===== config.mk =====
export PLATFORM = sky130hd
export DESIGN_NAME = mem_port_arbiter_flat
export DESIGN_NICKNAME = d
export VERILOG_FILES = /design/src/rtl/mem_port_arbiter_pkg.sv /design/src/rtl/mem_port_arbiter_if.sv /design/src/rtl/mem_port_arbiter_starve.sv /design/src/rtl/mem_port_arbiter.sv /design/src/flat_wrapper.sv
export SDC_FILE = /design/constraint.sdc
export NUM_CORES = 1
export LEC_CHECK = 0
export BUFFER_PORTS_ARGS = -buffer_cell sky130_fd_sc_hd__buf_2
export CELL_PAD_IN_SITES_DETAIL_PLACEMENT = 2
export CELL_PAD_IN_SITES_GLOBAL_PLACEMENT = 2
export CORE_AREA = 3 3 283 285
export DETAILED_ROUTE_END_ITERATION = 6
export DIE_AREA = 0 0 286 288
export PLACE_DENSITY = 0.63
export SYNTH_ARGS = -nofsm -noshare
export SYNTH_HDL_FRONTEND = slang
export SYNTH_SLANG_ARGS = --single-unit
export TNS_END_PERCENT = 5

===== constraint.sdc =====
create_clock -name CLK -period 2.1 [get_ports CLK]
set_clock_uncertainty 0.1 [all_clocks]
set_input_delay 0.105 -clock CLK [delete_from_list [all_inputs] [get_ports CLK]]
set_output_delay 0.105 -clock CLK [all_outputs]
set_load 0.02 [all_outputs]

===== src/rtl/mem_port_arbiter_pkg.sv =====
// Shared arbiter package: FSM state encoding and default bus widths,
// reused by the cache controllers and the memory models.
package mem_port_arbiter_pkg;

   localparam int DEF_ADDR_W     = 28;
   localparam int DEF_BLOCK_W    = 128;
   localparam int DEF_STARVE_MAX = 4;
   localparam int STARVE_W       = 3;

   typedef enum logic [2:0] {
      ARB_IDLE   = 3'd0,
      ARB_GNT_I  = 3'd1,
      ARB_GNT_D  = 3'd2,
      ARB_DONE_I = 3'd3,
      ARB_DONE_D = 3'd4
   } arb_state_e;

   function automatic logic arb_is_grant(arb_state_e s);
      return (s == ARB_GNT_I) || (s == ARB_GNT_D);
   endfunction

endpackage


===== src/rtl/mem_port_arbiter_if.sv =====
// Bundle of I-cache, D-cache and main-memory signals around the arbiter.
// slave: the arbiter itself; master: the caches plus memory around it.
interface mem_port_arbiter_if
   import mem_port_arbiter_pkg::*;
#(
   parameter int ADDR_W  = DEF_ADDR_W,
   parameter int BLOCK_W = DEF_BLOCK_W
);

   logic               I_READ;
   logic [ADDR_W-1:0]  I_ADDR;
   logic [BLOCK_W-1:0] I_READDATA;
   logic               I_BUSYWAIT;

   logic               D_READ;
   logic               D_WRITE;
   logic [ADDR_W-1:0]  D_ADDR;
   logic [BLOCK_W-1:0] D_WRITEDATA;
   logic [BLOCK_W-1:0] D_READDATA;
   logic               D_BUSYWAIT;

   logic               MEM_READ;
   logic               MEM_WRITE;
   logic [ADDR_W-1:0]  MEM_ADDR;
   logic [BLOCK_W-1:0] MEM_WRITEDATA;
   logic [BLOCK_W-1:0] MEM_READDATA;
   logic               MEM_BUSYWAIT;

   modport slave (
      input  I_READ, I_ADDR,
      output I_READDATA, I_BUSYWAIT,
      input  D_READ, D_WRITE, D_ADDR, D_WRITEDATA,
      output D_READDATA, D_BUSYWAIT,
      output MEM_READ, MEM_WRITE, MEM_ADDR, MEM_WRITEDATA,
      input  MEM_READDATA, MEM_BUSYWAIT
   );

   modport master (
      output I_READ, I_ADDR,
      input  I_READDATA, I_BUSYWAIT,
      output D_READ, D_WRITE, D_ADDR, D_WRITEDATA,
      input  D_READDATA, D_BUSYWAIT,
      input  MEM_READ, MEM_WRITE, MEM_ADDR, MEM_WRITEDATA,
      output MEM_READDATA, MEM_BUSYWAIT
   );

endinterface


===== src/rtl/mem_port_arbiter_starve.sv =====
// Saturating starvation counter: clr wins over inc, holds at MAX.
// Ports: clk, rst_n, inc, clr in; cnt (count) and sat (cnt == MAX) out.
module arb_starve_counter #(
   parameter int MAX = 4,
   parameter int W   = 3
) (
   input  logic         clk,
   input  logic         rst_n,
   input  logic         inc,
   input  logic         clr,
   output logic [W-1:0] cnt,
   output logic         sat
);

   localparam logic [W-1:0] MAX_C = W'(MAX);

   logic [W-1:0] cnt_q;
   logic [W-1:0] cnt_d;

   assign cnt = cnt_q;
   assign sat = (cnt_q == MAX_C);

   always_comb begin
      cnt_d = cnt_q;
      if (clr) begin
         cnt_d = '0;
      end else if (inc && !sat) begin
         cnt_d = cnt_q + W'(1);
      end
   end

   always_ff @(posedge clk or negedge rst_n) begin
      if (!rst_n) begin
         cnt_q <= '0;
      end else begin
         cnt_q <= cnt_d;
      end
   end

endmodule


===== src/rtl/mem_port_arbiter.sv =====
// I/D cache to main-memory port arbiter, D priority with I starvation bound.
// Ports: CLK, RESET (async, active low), bus (slave view of the cache/mem bundle).
module mem_port_arbiter
   import mem_port_arbiter_pkg::*;
#(
   parameter int ADDR_W     = DEF_ADDR_W,
   parameter int BLOCK_W    = DEF_BLOCK_W,
   parameter int STARVE_MAX = DEF_STARVE_MAX
) (
   input  logic                CLK,
   input  logic                RESET,
   mem_port_arbiter_if.slave   bus
);

   arb_state_e         state_q;
   arb_state_e         state_d;

   logic               seen_busy_q;
   logic               seen_busy_d;
   logic               mem_read_q;
   logic               mem_read_d;
   logic               mem_write_q;
   logic               mem_write_d;
   logic [ADDR_W-1:0]  mem_addr_q;
   logic [ADDR_W-1:0]  mem_addr_d;
   logic [BLOCK_W-1:0] mem_wdata_q;
   logic [BLOCK_W-1:0] mem_wdata_d;
   logic [BLOCK_W-1:0] i_rdata_q;
   logic [BLOCK_W-1:0] i_rdata_d;
   logic [BLOCK_W-1:0] d_rdata_q;
   logic [BLOCK_W-1:0] d_rdata_d;

   logic               i_req;
   logic               d_req;
   logic               in_idle;
   logic               in_gnt;
   logic               done_mem;
   logic               gnt_i_ent;
   logic               gnt_d_ent;
   logic               starve_inc;
   logic               starve_clr;
   logic               starve_sat;
   logic [STARVE_W-1:0] starve_cnt;

   assign i_req    = bus.I_READ;
   assign d_req    = bus.D_READ | bus.D_WRITE;
   assign in_idle  = (state_q == ARB_IDLE);
   assign in_gnt   = arb_is_grant(state_q);
   // Memory must have been seen busy before its low level means "done".
   assign done_mem = seen_busy_q & ~bus.MEM_BUSYWAIT;

   assign gnt_i_ent = in_idle & (state_d == ARB_GNT_I);
   assign gnt_d_ent = in_idle & (state_d == ARB_GNT_D);

   // Only D grants that overtake a waiting I count toward starvation.
   assign starve_inc = gnt_d_ent & i_req;
   assign starve_clr = gnt_i_ent | (in_idle & ~i_req);

   arb_starve_counter #(
      .MAX (STARVE_MAX),
      .W   (STARVE_W)
   ) u_starve (
      .clk   (CLK),
      .rst_n (RESET),
      .inc   (starve_inc),
      .clr   (starve_clr),
      .cnt   (starve_cnt),
      .sat   (starve_sat)
   );

   always_ff @(posedge CLK or negedge RESET) begin
      if (!RESET) begin
         state_q <= ARB_IDLE;
      end else begin
         state_q <= state_d;
      end
   end

   always_comb begin
      state_d = state_q;
      unique case (state_q)
         ARB_IDLE: begin
            if (i_req && starve_sat) begin
               state_d = ARB_GNT_I;
            end else if (d_req) begin
               state_d = ARB_GNT_D;
            end else if (i_req) begin
               state_d = ARB_GNT_I;
            end
         end
         ARB_GNT_I: begin
            if (done_mem) state_d = ARB_DONE_I;
         end
         ARB_GNT_D: begin
            if (done_mem) state_d = ARB_DONE_D;
         end
         ARB_DONE_I: state_d = ARB_IDLE;
         ARB_DONE_D: state_d = ARB_IDLE;
         default:    state_d = ARB_IDLE;
      endcase
   end

   always_comb begin
      bus.I_BUSYWAIT = i_req & (state_q != ARB_DONE_I);
      bus.D_BUSYWAIT = d_req & (state_q != ARB_DONE_D);

      seen_busy_d = seen_busy_q;
      mem_read_d  = mem_read_q;
      mem_write_d = mem_write_q;
      mem_addr_d  = mem_addr_q;
      mem_wdata_d = mem_wdata_q;
      i_rdata_d   = i_rdata_q;
      d_rdata_d   = d_rdata_q;

      unique case (1'b1)
         gnt_i_ent: begin
            mem_read_d  = 1'b1;
            mem_write_d = 1'b0;
            mem_addr_d  = bus.I_ADDR;
            seen_busy_d = 1'b0;
         end
         gnt_d_ent: begin
            mem_read_d  = bus.D_READ;
            mem_write_d = bus.D_WRITE;
            mem_addr_d  = bus.D_ADDR;
            mem_wdata_d = bus.D_WRITEDATA;
            seen_busy_d = 1'b0;
         end
         (in_gnt && done_mem): begin
            mem_read_d  = 1'b0;
            mem_write_d = 1'b0;
            seen_busy_d = 1'b0;
            if (state_q == ARB_GNT_I) begin
               i_rdata_d = bus.MEM_READDATA;
            end else if (!mem_write_q) begin
               d_rdata_d = bus.MEM_READDATA;
            end
         end
         (in_gnt && !done_mem): begin
            seen_busy_d = seen_busy_q | bus.MEM_BUSYWAIT;
         end
         default: begin
         end
      endcase
   end

   always_ff @(posedge CLK or negedge RESET) begin
      if (!RESET) begin
         seen_busy_q <= 1'b0;
         mem_read_q  <= 1'b0;
         mem_write_q <= 1'b0;
         mem_addr_q  <= '0;
         mem_wdata_q <= '0;
         i_rdata_q   <= '0;
         d_rdata_q   <= '0;
      end else begin
         seen_busy_q <= seen_busy_d;
         mem_read_q  <= mem_read_d;
         mem_write_q <= mem_write_d;
         mem_addr_q  <= mem_addr_d;
         mem_wdata_q <= mem_wdata_d;
         i_rdata_q   <= i_rdata_d;
         d_rdata_q   <= d_rdata_d;
      end
   end

   assign bus.MEM_READ      = mem_read_q;
   assign bus.MEM_WRITE     = mem_write_q;
   assign bus.MEM_ADDR      = mem_addr_q;
   assign bus.MEM_WRITEDATA = mem_wdata_q;
   assign bus.I_READDATA    = i_rdata_q;
   assign bus.D_READDATA    = d_rdata_q;

endmodule


===== src/flat_wrapper.sv =====
// flat-port wrapper written by rule: the top's interface ports become plain ports
module mem_port_arbiter_flat import mem_port_arbiter_pkg::*;
#(
   parameter int ADDR_W     = DEF_ADDR_W,
   parameter int BLOCK_W    = DEF_BLOCK_W,
   parameter int STARVE_MAX = DEF_STARVE_MAX
)
  (CLK, RESET, bus_I_READ, bus_I_ADDR, bus_I_READDATA, bus_I_BUSYWAIT, bus_D_READ, bus_D_WRITE, bus_D_ADDR, bus_D_WRITEDATA, bus_D_READDATA, bus_D_BUSYWAIT, bus_MEM_READ, bus_MEM_WRITE, bus_MEM_ADDR, bus_MEM_WRITEDATA, bus_MEM_READDATA, bus_MEM_BUSYWAIT);
  mem_port_arbiter_if #(.ADDR_W(ADDR_W), .BLOCK_W(BLOCK_W)) bus_i ();
  input  logic CLK;
  input  logic RESET;
  input wire logic [$bits(bus_i.I_READ)-1:0] bus_I_READ;
  input wire logic [$bits(bus_i.I_ADDR)-1:0] bus_I_ADDR;
  output wire logic [$bits(bus_i.I_READDATA)-1:0] bus_I_READDATA;
  output wire logic [$bits(bus_i.I_BUSYWAIT)-1:0] bus_I_BUSYWAIT;
  input wire logic [$bits(bus_i.D_READ)-1:0] bus_D_READ;
  input wire logic [$bits(bus_i.D_WRITE)-1:0] bus_D_WRITE;
  input wire logic [$bits(bus_i.D_ADDR)-1:0] bus_D_ADDR;
  input wire logic [$bits(bus_i.D_WRITEDATA)-1:0] bus_D_WRITEDATA;
  output wire logic [$bits(bus_i.D_READDATA)-1:0] bus_D_READDATA;
  output wire logic [$bits(bus_i.D_BUSYWAIT)-1:0] bus_D_BUSYWAIT;
  output wire logic [$bits(bus_i.MEM_READ)-1:0] bus_MEM_READ;
  output wire logic [$bits(bus_i.MEM_WRITE)-1:0] bus_MEM_WRITE;
  output wire logic [$bits(bus_i.MEM_ADDR)-1:0] bus_MEM_ADDR;
  output wire logic [$bits(bus_i.MEM_WRITEDATA)-1:0] bus_MEM_WRITEDATA;
  input wire logic [$bits(bus_i.MEM_READDATA)-1:0] bus_MEM_READDATA;
  input wire logic [$bits(bus_i.MEM_BUSYWAIT)-1:0] bus_MEM_BUSYWAIT;
  assign bus_i.I_READ = bus_I_READ;
  assign bus_i.I_ADDR = bus_I_ADDR;
  assign bus_I_READDATA = bus_i.I_READDATA;
  assign bus_I_BUSYWAIT = bus_i.I_BUSYWAIT;
  assign bus_i.D_READ = bus_D_READ;
  assign bus_i.D_WRITE = bus_D_WRITE;
  assign bus_i.D_ADDR = bus_D_ADDR;
  assign bus_i.D_WRITEDATA = bus_D_WRITEDATA;
  assign bus_D_READDATA = bus_i.D_READDATA;
  assign bus_D_BUSYWAIT = bus_i.D_BUSYWAIT;
  assign bus_MEM_READ = bus_i.MEM_READ;
  assign bus_MEM_WRITE = bus_i.MEM_WRITE;
  assign bus_MEM_ADDR = bus_i.MEM_ADDR;
  assign bus_MEM_WRITEDATA = bus_i.MEM_WRITEDATA;
  assign bus_i.MEM_READDATA = bus_MEM_READDATA;
  assign bus_i.MEM_BUSYWAIT = bus_MEM_BUSYWAIT;
  mem_port_arbiter #(.ADDR_W(ADDR_W), .BLOCK_W(BLOCK_W), .STARVE_MAX(STARVE_MAX)) u_core (.CLK(CLK), .RESET(RESET), .bus(bus_i));
endmodule

==> reports/metrics.csv <==
metric;value;unit
yosys_warnings;0;
area_growth;61.1;%
synth_cell_type_count;37;
wirelength;72200;µm
core_area;77600;µm²
firstDrtPassIters;4;
status;finished clean;
grt_usage;17.0;%
grt_pass1_wl;108000;µm
postPlaceCellArea;22100;µm²
cts_root_buf;clkbuf_16;
fp.dieW;286;µm
cp-start-kind;flop;
crit_arrival;2.36;ns
die_y;288;µm
leakage;0.0133;µW
worstSetupEndpointType;flop;
wl_per_cell;22.4;µm
required;2.47;ns
rrSetupSlack;0.11;ns
placementRows;102;
ios;734;
dieArea;82400;µm²
fill_cells;8127;
setup-violations-final;0;
clk_latency;0.58;ns
drive_gt1_share;55.6;%
synth-seq-cells;421;
grt_setup_unrepaired;no;
fmax;504;MHz
gr-total-overflow;0;
worst_path_max_delay_cell;dfrtp_1;
syn_nets;1358;
synthCells;1038;
cpPeakStageDelay;0.39;ns
dp_hpwl;48000;µm
crit_fanout;20;
antenna_found_initial;6;
period_minus_slack;1.99;ns
clk_pin_slew;0.06;ns
worstMarginPinSlew;0.538;ns
fin_nets;2453;
slew_headroom;64.1;%
maxSlewViolCount;0;
grt_pass1_vias;16459;
vdd_drop_max;0.000607;V
htree_levels;2;
yosysSeqAreaShare;62.6;%
pwr_density_cell;1590;nW/µm²
drtAntennaViolNets;0;
place.detailed.instances;2800;
syn-cell-area;16800;µm²
cts-buffers-inserted;52;
cap_viol_max_count;0;
hold_class;in -> reg;
via_per_inst;4.25;
critical_path.cell_chain;buf_4 > nor4_2 > buf_4 > buf_12 > buf_12 > mux2_2;
clock-sinks;421;
drc_errors;0;
final_hold_viol_count;0;
grt_max_degree;71;
initial_core_util;21.7;%
fin_area;27100;µm²
final_core_util;34.9;%
avgSynthCellArea;16.2;µm²
gp_congestion;0.830;
period_share;94.6;%
crit_type;reg -> reg;
clockBufferDepth;3;
drt_iter0_drc;397;
fin_tns_setup;0;ns
final_cell_count_no_fill;3219;
vias;13688;
io_buffers;733;
tritoncts;built;
what timing repair did:
action,4_1_cts,5_1_grt
hold endpoints to repair,842,0
hold buffers,319,0
gates resized for setup,0,2
setup endpoints to repair,0,3
buffers inserted,0,0
critical path: cells and delay by family, from the launching register on:
kind	cells	cell delay [ns]
multiplexers	1	0.36
buffers and inverters	4	0.72
flip-flops	1	0.39
AND/OR/NAND/NOR	1	0.27
synthesized netlist by cell type:
cell,n,area (µm²)
inv_2,1,3.75
clkbuf_1,29,109
o21ai_0,31,155
o22ai_1,1,6.26
o2111ai_1,28,245
a31oi_1,1,6.26
ha_1,2,25.0
and2_1,1,6.26
a21oi_1,4,20.0
nand2_1,3,11.3
a2bb2oi_1,1,8.76
buf_12,10,200
mux2_2,197,2220
buf_2,29,145
mux2_1,67,754
mux2_4,120,1800
xnor2_1,1,8.76
nor2_1,2,7.51
inv_1,5,18.8
nand3_1,31,155
or3_1,1,6.26
o31ai_1,3,22.5
nor3_4,1,16.3
o221ai_1,1,8.76
buf_4,2,15.0
nand2b_1,1,6.26
or4_4,1,11.3
dfrtp_1,421,10500
nor3_1,3,15.0
buf_6,3,33.8
nor4_1,1,6.26
nand3b_1,2,15.0
or2_2,1,6.26
a221oi_1,1,8.76
nand4_1,30,188
a211oi_1,1,7.51
buf_8,1,15.0
kinds of logic (layout without fill, tap and decap cells):
kind of cell,after synthesis,in the layout,synth area share (%)
adders and majority gates,2,2,0.149
other,0,5,0
DFF,421,421,62.6
xor gates and xnor gates,1,1,0.0521
muxes,384,384,28.4
buffers and inverters,80,1216,3.21
and+or+nand+nor,78,78,2.68
AOI/OAI and AO/OA,72,72,2.91
per-layer routing:
layer | global-route usage, % | vias to the layer above | share of wire, %
met5 | 0 | - | 0.018
met4 | 6.70 | 2 | 3.8
met3 | 4.40 | 132 | 6.6
met2 | 32.6 | 559 | 55
met1 | 17.4 | 7042 | 35
li1 | - | 5953 | -
final timing paths:
kind | from | to | cells past startpoint
max reg2reg | u_core.state_q[0]$_DFF_PN0_ | u_core.bus.D_READDATA[105]$_DFFE_PN0P_ | 6
max in group asynchronous | RESET | u_core.state_q[1]$_DFF_PN0_ | 5
min | bus_D_WRITEDATA[47] | u_core.bus.MEM_WRITEDATA[47]$_DFFE_PN0N_ | 3
min reg2reg | u_core.bus.MEM_WRITEDATA[41]$_DFFE_PN0N_ | u_core.bus.MEM_WRITEDATA[41]$_DFFE_PN0N_ | 1
max | u_core.state_q[0]$_DFF_PN0_ | u_core.bus.D_READDATA[105]$_DFFE_PN0P_ | 6
min in group asynchronous | RESET | u_core.bus.I_READDATA[19]$_DFFE_PN0P_ | 4
where the power goes:
| group | leakage (µW) | total [µW] | internal, µW | switching [µW] |
|---|---|---|---|---|
| sequential | 0.00512 | 14800 | 12200 | 2560 |
| clock | 0.000872 | 9220 | 5490 | 3730 |
| combinational | 0.00731 | 19100 | 8000 | 11100 |
| total | 0.0133 | 43100 | 25700 | 17400 |
layout by cell type, fill, tap and decap left out, types with 2 or more instances in the layout:
master         count
inv_16             2
inv_1              5
clkinv_2           8
mux2_1            67
mux2_2           197
buf_12            28
o31ai_1            3
o2111ai_1         28
buf_4             36
buf_2            732
o21ai_0           31
nand4_1           30
diode_2            5
ha_1               2
nand3b_1           2
clkbuf_8          17
mux2_4           120
bufinv_16          2
nor3_1             2
a21oi_1            4
clkbuf_1          11
clkbuf_16         53
dfrtp_1          420
nand3_1           29
nand2_1            3
dlygate4sd3_1    318
through the flow:
step | setup WS, ns | power, µW | hold WS, ns
2_1_floorplan | 0.162 | 25200 | -0.291
3_3_place_gp | 0.0926 | 32400 | -0.108
3_5_place_dp | 0.0785 | 33100 | -0.110
4_1_cts | 0.0397 | 43100 | 0.118
5_1_grt | 0.0374 | 45400 | 0.142
6_report | 0.114 | 43100 | 0.169
area by class of cell:
| class | count | area [µm²] | area share [%] |
|---|---|---|---|
| Clock buffer | 81 | 1600 | 5.91 |
| Tap cell | 1040 | 1300 | 4.80 |
| Sequential cell | 421 | 10500 | 38.9 |
| Clock inverter | 14 | 156 | 0.577 |
| Timing Repair Buffer | 1115 | 7690 | 28.4 |
| Antenna cell | 5 | 12.5 | 0.0462 |
| Inverter | 6 | 22.5 | 0.0831 |
| Multi-Input combinational cell | 537 | 5780 | 21.3 |
flip-flops by register name (all words and copies together), names as in the netlist:
| register | cells |
|---|---|
| u_core.bus.D_READDATA | 128 |
| u_core.bus.I_READDATA | 128 |
| u_core.bus.MEM_ADDR | 28 |
| u_core.bus.MEM_READ | 1 |
| u_core.bus.MEM_WRITE | 1 |
| u_core.bus.MEM_WRITEDATA | 128 |
| u_core.seen_busy_q | 1 |
| u_core.state_q | 3 |
| u_core.u_starve.cnt | 3 |
Note: power is estimated with default switching activity, not from simulation.
